<file path="src/rtl/wdt_cfg_pkg.sv">
// ============================================================================
//  Module      : wdt_cfg_pkg
//  Description : Shared types and constants for the watchdog configuration
//                sequencer (command address map, FSM states, command record).
//  Revision    : 1.0 - initial release
// ============================================================================
`default_nettype none

package wdt_cfg_pkg;

    localparam int WDT_DATA_W = 32;

    // Register address map seen by the CPU-side command port
    typedef enum logic [1:0] {
        WDT_ADDR_EN    = 2'd0,
        WDT_ADDR_LIVE  = 2'd1,
        WDT_ADDR_TOCNT = 2'd2,
        WDT_ADDR_RSVD  = 2'd3
    } wdt_addr_e;

    // Replay FSM states
    typedef enum logic [1:0] {
        IDLE  = 2'd0,
        ISSUE = 2'd1,
        GAP   = 2'd2
    } seq_state_e;

    // One queued register-write command
    typedef struct packed {
        wdt_addr_e               addr;
        logic [WDT_DATA_W-1:0]   wdata;
    } wdt_cmd_t;

endpackage

`default_nettype wire

</file>
<file path="src/rtl/wdt_cmd_fifo.sv">
// ============================================================================
//  Module      : wdt_cmd_fifo
//  Description : Synchronous command FIFO. Head is presented combinationally;
//                a push into a full FIFO is ignored even if a pop happens on
//                the same edge, and an empty FIFO never bypasses push data.
//  Revision    : 1.0 - initial release
// ============================================================================
`default_nettype none

module wdt_cmd_fifo
    import wdt_cfg_pkg::*;
#(
    parameter int DEPTH = 4
) (
    input  logic     clk,
    input  logic     rst,
    input  logic     push,
    input  wdt_cmd_t push_data,
    input  logic     pop,
    output wdt_cmd_t head,
    output logic     full,
    output logic     empty
);

    localparam int PTR_W = $clog2(DEPTH);
    localparam int CNT_W = PTR_W + 1;

    wdt_cmd_t            r_mem [DEPTH];
    logic [PTR_W-1:0]    r_wr_ptr;
    logic [PTR_W-1:0]    r_rd_ptr;
    logic [CNT_W-1:0]    r_count;
    logic                w_push;
    logic                w_pop;

    assign w_push = push && !full;
    assign w_pop  = pop && !empty;
    assign full   = (r_count == CNT_W'(DEPTH));
    assign empty  = (r_count == '0);
    assign head   = r_mem[r_rd_ptr];

    // Pointer and occupancy bookkeeping; pointers wrap naturally (DEPTH is 2^n)
    always_ff @(posedge clk) begin
        if (rst) begin
            r_wr_ptr <= '0;
            r_rd_ptr <= '0;
            r_count  <= '0;
        end else begin
            if (w_push) r_wr_ptr <= r_wr_ptr + PTR_W'(1);
            if (w_pop)  r_rd_ptr <= r_rd_ptr + PTR_W'(1);
            if (w_push && !w_pop)      r_count <= r_count + CNT_W'(1);
            else if (!w_push && w_pop) r_count <= r_count - CNT_W'(1);
        end
    end

    // Storage array; contents need no reset because occupancy gates reads
    always_ff @(posedge clk) begin
        if (w_push) r_mem[r_wr_ptr] <= push_data;
    end

endmodule

`default_nettype wire

</file>
<file path="src/rtl/wdt_cfg_sequencer.sv">
// ============================================================================
//  Module      : wdt_cfg_sequencer
//  Description : Queues CPU register writes, validates them against the
//                watchdog programming rules and replays accepted ones as
//                data + one-cycle RVALID strobes with a minimum spacing.
//                Optional macro WDT_CFG_LOCK_EN: once WDEN=1 is accepted,
//                WDEN=0 and WTOCNT writes are rejected until reset.
//  Revision    : 1.0 - initial release
// ============================================================================
`default_nettype none

module wdt_cfg_sequencer
    import wdt_cfg_pkg::*;
#(
    parameter int DEPTH      = 4,
    parameter int GAP_CYCLES = 1
) (
    input  logic        clk,
    input  logic        rst,
    input  logic        cmd_valid,
    output logic        cmd_ready,
    input  logic [1:0]  cmd_addr,
    input  logic [31:0] cmd_wdata,
    output logic        rsp_valid,
    output logic        rsp_err,
    output logic        WDEN,
    output logic        WDLIVE,
    output logic [31:0] WTOCNT,
    output logic        WDEN_RVALID,
    output logic        WDLIVE_RVALID,
    output logic        WTOCNT_RVALID,
    output logic        en_o,
    output logic [31:0] tocnt_o,
    output logic        busy
);

    // A zero-cycle gap still needs a legal one-bit counter declaration
    localparam int CNT_W = (GAP_CYCLES > 0) ? $clog2(GAP_CYCLES + 1) : 1;
    localparam logic [CNT_W-1:0] c_gap = CNT_W'(GAP_CYCLES);

    seq_state_e          r_state;
    logic [CNT_W-1:0]    r_gap_cnt;
    logic                r_tocnt_written;
    logic                r_en;
    logic [31:0]         r_tocnt;
    logic                r_live;
    logic                r_en_rv;
    logic                r_live_rv;
    logic                r_tocnt_rv;
    logic                r_rsp_valid;
    logic                r_rsp_err;

    wdt_cmd_t            w_push_cmd;
    wdt_cmd_t            w_head;
    logic                w_full;
    logic                w_empty;
    logic                w_pop;
    logic                w_accept;
    logic                w_lock;

    assign w_push_cmd = '{addr: wdt_addr_e'(cmd_addr), wdata: cmd_wdata};
    assign w_pop      = (r_state == IDLE) && !w_empty;

    wdt_cmd_fifo #(
        .DEPTH     (DEPTH)
    ) u_fifo (
        .clk       (clk),
        .rst       (rst),
        .push      (cmd_valid),
        .push_data (w_push_cmd),
        .pop       (w_pop),
        .head      (w_head),
        .full      (w_full),
        .empty     (w_empty)
    );

`ifdef WDT_CFG_LOCK_EN
    logic r_lock;
    assign w_lock = r_lock;

    // Lock latches on the first accepted WDEN=1 and only reset clears it
    always_ff @(posedge clk) begin
        if (rst) begin
            r_lock <= 1'b0;
        end else if (w_pop && w_accept && (w_head.addr == WDT_ADDR_EN) && w_head.wdata[0]) begin
            r_lock <= 1'b1;
        end
    end
`else
    assign w_lock = 1'b0;
`endif

    // Validate the FIFO head against the current programmed state
    always_comb begin
        w_accept = 1'b0;
        case (w_head.addr)
            WDT_ADDR_EN:    w_accept = !(w_head.wdata[0] && !r_tocnt_written)
                                       && !(w_lock && !w_head.wdata[0]);
            WDT_ADDR_LIVE:  w_accept = r_en;
            WDT_ADDR_TOCNT: w_accept = !w_lock;
            default:        w_accept = 1'b0;
        endcase
    end

    // Replay FSM: pop in IDLE, one-cycle strobe/response in ISSUE, then spacing
    always_ff @(posedge clk) begin
        if (rst) begin
            r_state         <= IDLE;
            r_gap_cnt       <= '0;
            r_tocnt_written <= 1'b0;
            r_en            <= 1'b0;
            r_tocnt         <= '0;
            r_live          <= 1'b0;
            r_en_rv         <= 1'b0;
            r_live_rv       <= 1'b0;
            r_tocnt_rv      <= 1'b0;
            r_rsp_valid     <= 1'b0;
            r_rsp_err       <= 1'b0;
        end else begin
            // Strobes, kick data and response are single-cycle pulses
            r_en_rv     <= 1'b0;
            r_live_rv   <= 1'b0;
            r_tocnt_rv  <= 1'b0;
            r_live      <= 1'b0;
            r_rsp_valid <= 1'b0;
            r_rsp_err   <= 1'b0;
            case (r_state)
                IDLE: begin
                    if (!w_empty) begin
                        r_state     <= ISSUE;
                        r_rsp_valid <= 1'b1;
                        r_rsp_err   <= !w_accept;
                        if (w_accept) begin
                            case (w_head.addr)
                                WDT_ADDR_EN: begin
                                    r_en_rv <= 1'b1;
                                    r_en    <= w_head.wdata[0];
                                end
                                WDT_ADDR_LIVE: begin
                                    r_live_rv <= 1'b1;
                                    r_live    <= w_head.wdata[0];
                                end
                                WDT_ADDR_TOCNT: begin
                                    r_tocnt_rv      <= 1'b1;
                                    r_tocnt         <= w_head.wdata;
                                    r_tocnt_written <= 1'b1;
                                end
                                default: ;
                            endcase
                        end
                    end
                end
                ISSUE: begin
                    if (GAP_CYCLES > 0) begin
                        r_state   <= GAP;
                        r_gap_cnt <= c_gap;
                    end else begin
                        r_state <= IDLE;
                    end
                end
                GAP: begin
                    if (r_gap_cnt <= CNT_W'(1)) r_state <= IDLE;
                    else                        r_gap_cnt <= r_gap_cnt - CNT_W'(1);
                end
                default: r_state <= IDLE;
            endcase
        end
    end

    assign cmd_ready     = !w_full;
    assign busy          = !w_empty || (r_state != IDLE);
    assign rsp_valid     = r_rsp_valid;
    assign rsp_err       = r_rsp_err;
    assign WDEN          = r_en;
    assign en_o          = r_en;
    assign WTOCNT        = r_tocnt;
    assign tocnt_o       = r_tocnt;
    assign WDLIVE        = r_live;
    assign WDEN_RVALID   = r_en_rv;
    assign WDLIVE_RVALID = r_live_rv;
    assign WTOCNT_RVALID = r_tocnt_rv;

endmodule

`default_nettype wire
</file>
<file path="config.mk">
export PLATFORM = sky130hd
export DESIGN_NAME = wdt_cfg_sequencer
export DESIGN_NICKNAME = d
export VERILOG_FILES = /design/src/rtl/wdt_cfg_pkg.sv /design/src/rtl/wdt_cmd_fifo.sv /design/src/rtl/wdt_cfg_sequencer.sv
export SDC_FILE = /design/constraint.sdc
export NUM_CORES = 1
export LEC_CHECK = 0
export BUFFER_PORTS_ARGS = -buffer_cell sky130_fd_sc_hd__buf_2
export CORE_MARGIN = 2
export CORE_UTILIZATION = 60
export CTS_CLUSTER_DIAMETER = 200
export DETAILED_ROUTE_END_ITERATION = 8
export GPL_TIMING_DRIVEN = 0
export PLACE_DENSITY = 0.83
export SLEW_MARGIN = 20
export SYNTH_ARGS = -nofsm -noshare
export SYNTH_HDL_FRONTEND = slang
export SYNTH_HIERARCHICAL = 1
export SYNTH_SLANG_ARGS = --single-unit
</file>
<file path="constraint.sdc">
create_clock -name clk -period 4.5 [get_ports clk]
set_clock_uncertainty 0.05 [all_clocks]
set_input_delay 0 -clock clk [delete_from_list [all_inputs] [get_ports clk]]
set_output_delay 0 -clock clk [all_outputs]
set_load 0.01 [all_outputs]
</file>
==> metrics.txt <==
CP Max Fanout 6; root buf cell clkbuf_16; clk slew on worst S/H paths 0.06 ns; complex-gate fraction of the synthesized area 0.00987; fin area 9290 sq um; Max VDD drop 0.287 mV; Post-Synth XOR/XNOR Area 0.00469; Worst Tran Pin Value 0.700 ns; adder-cell area share of the yosys netlist 0.0110; Max Cap Violations 0; CTS Buf Count 17; crit share post-route 0.614; share of the synthesized area in the top cell type 0.546; Core ar. 12100 sq um; post-route non-filler standard cell count 781; Clock power frac 0.314; critical path arrival 3.05 ns; Pwr Density 518 nW/um^2; top-count cell post-synth edfxtp_1; GR Layer Usage met3 0.0513; residual DRC count 0; Startpoint Class flop; first-pass GRT wire length 21300 um; Final min period 2.76 ns; hold_sp cmd_wdata[6]; H-tree levels 4; Worst Hold End u_fifo/r_mem[2][6]; clk buf depth 2; clock sinks 187; FF-to-FF setup slack 1.74 ns; Final #Nets 643; Post-Synth Simple-Gate Area 0.0807; Synth area leaders edfxtp_1 (55%), dfxtp_1 (14%), mux4_2 (10%), nand2b_1 (5.5%), mux2i_1 (4.6%); Tot GR Track Use 0.219; HPWL after DPL 8780 um; wire length per cell 17.6 um; register area share after synthesis 0.683; crit-path max cell delay 0.61 ns; Slew HR 0.530; Post-DRT Antenna Nets 0; CTS tree yes; hold_buf cts 36; vias per cell 5.30; crit path cell chain nor3_1 -> nor3_4 -> o31ai_2 -> ha_1 -> inv_1 -> fa_1 -> xor2_1 -> or3_1 -> a21oi_1; drt pass-1 iters 4; # diodes 0; share of cells above drive strength 1 0.374; Mapped Area 7480 sq um; via count 4137; HP Class in -> reg; final setup fails 0; RSZ-0062 raised after global routing no; LEAKAGE 3.53 nW; initial core utilization 0.617; hold-critical path depth 2; Die ar. 13400 sq um; Avg Cell Area, Syn 17.3 sq um; Post-synth EDFFs 136; worst setup path class reg -> reg; initial antenna violation count 0; Async SR Flop Fraction 0; Top Family by Delay on Critical Path simple AND/OR/NAND/NOR gates; post-synthesis mux area share 0.148; Most used DFF post-synth edfxtp_1; vias in the first global route 4314; IO Count 111; Synth top cells by count edfxtp_1 (136), nand2b_1 (66), dfxtp_1 (51); dpl cells 713; worst-skew pair later-pin latency 0.42 ns; # rows 40; met2 Use GR 0.384; placed cell area 8320 sq um; Post-Route WL 13700 um; fill count 732; Die Wd 116 um; multi-input logic area 1910 sq um; Worst Path Required 4.79 ns; total power 0.00481 W; largest net degree at the start of global routing 27; internal power 0.00359 W; Max Freq 362 MHz; Die Y 116 um; Hold Slack 0.272 ns; cts repair resizes 0; GRT busiest layer met2; Worst setup EP type flop; status finished clean; path depth of the worst reg2reg path 9; Post-CTS Setup Inserts 0; setup total negative slack 0 ns; Flop pwr share 0.454; Worst Path Buf+Inv 1; Synth Instances 431; sw power 0.00122 W; RR Endpoint u_fifo/r_count[2]; final hold violation count 0; Yosys warnings 6; Max Slew Vio Count 0; Synth Register Bits 187; largest family of logic cells by synthesized area multiplexers; Cell variety after synth 36; post-synth top area cell edfxtp_1; total gr overflow 0; Final GP Congestion 0.723; Port Buffers 110; Switching Fraction 0.254; start of the worst register-to-register path u_fifo/r_count[0]; register area 5100 sq um; Worst path slowest cell nor3_1; met1 Use GR 0.269; Syn-to-layout area delta 24.3%; combinational power share 0.232; DRT iter0 DRCs 333; Post-Syn Nets 474; stages on the worst setup path 9
## power groups by stage
stage / Combinational, W / Sequential [W] / Clock [W]
detailed placement: 0.00109 / 0.00222 / 0
global route: 0.00121 / 0.00221 / 0.00159
floorplan: 0.000740 / 0.00223 / 0
global placement: 0.00103 / 0.00221 / 0
CTS: 0.00112 / 0.00218 / 0.00154
finish: 0.00112 / 0.00219 / 0.00151
## stage by stage
stage | setup slack [ns] | util
2_1_floorplan | 2.10 | -
3_3_place_gp | 1.80 | 0.680
3_5_place_dp | 1.82 | 0.687
4_1_cts | 1.81 | 0.767
5_1_grt | 1.56 | 0.767
6_report | 1.74 | 0.767
## flip-flops by register name, indices dropped and copies added (netlist names), 2 cells and up, named ones only
name             count
u_fifo/r_mem       136
WTOCNT              32
u_fifo/r_count       3
r_state              2
u_fifo/r_rd_ptr      2
u_fifo/r_wr_ptr      2
## routing by layer
| metal | part of all wire | wire length, um |
|---|---|---|
| met3 | 0.048 | 661 |
| met5 | 0 | 0 |
| met4 | 0.015 | 204 |
| met1 | 0.41 | 5590 |
| met2 | 0.53 | 7270 |
## cell families after synthesis
family,Yosys count
flip-flops,187
AND/OR/NAND/NOR,97
multiplexers,68
buffers and inverters,59
AO/OA/AOI/OAI,10
adder cells (fa/ha/maj),6
XOR/XNOR,4
## layout make-up
| type | instances | area share |
|---|---|---|
| sequential | 187 | 0.549 |
| tap | 168 | 0.0226 |
| inverter | 6 | 0.00242 |
| timing repair buffer | 150 | 0.107 |
| multi-input combinational | 185 | 0.205 |
| clock buffer | 25 | 0.0535 |
| buffer | 53 | 0.0483 |
| clock inverter | 7 | 0.0121 |
## cells in the final DEF (no fill, tap or decap), types with 2 or more instances in the layout
master / n
o21ai_0: 2
dfxtp_1: 51
buf_2: 113
nand2_1: 2
bufinv_16: 3
mux2i_1: 34
edfxtp_1: 136
buf_12: 11
inv_1: 6
buf_4: 33
nand2b_1: 66
nor2b_1: 4
dlygate4sd3_1: 36
nor3_1: 3
clkinv_2: 3
nor2_1: 7
and2_2: 4
or3_1: 2
mux4_2: 34
ha_1: 5
clkbuf_8: 2
xor2_1: 4
nor4_1: 2
clkbuf_1: 13
clkbuf_16: 18
a21oi_1: 2
## how the worst max path moves through the flow
stage	startpoint	slack (ns)	end
final	u_fifo/r_count[0]	1.74	u_fifo/r_count[2]
after global routing	u_fifo/r_count[0]	1.56	u_fifo/r_count[2]
after CTS	u_fifo/r_count[1]	1.81	u_fifo/r_count[2]
after global placement	u_fifo/r_count[0]	1.80	u_fifo/r_mem[2][20]
after floorplan	u_fifo/r_count[0]	2.10	u_fifo/r_count[2]
after detailed placement	u_fifo/r_count[0]	1.82	u_fifo/r_count[2]
Power figures use the tool's default switching activity.
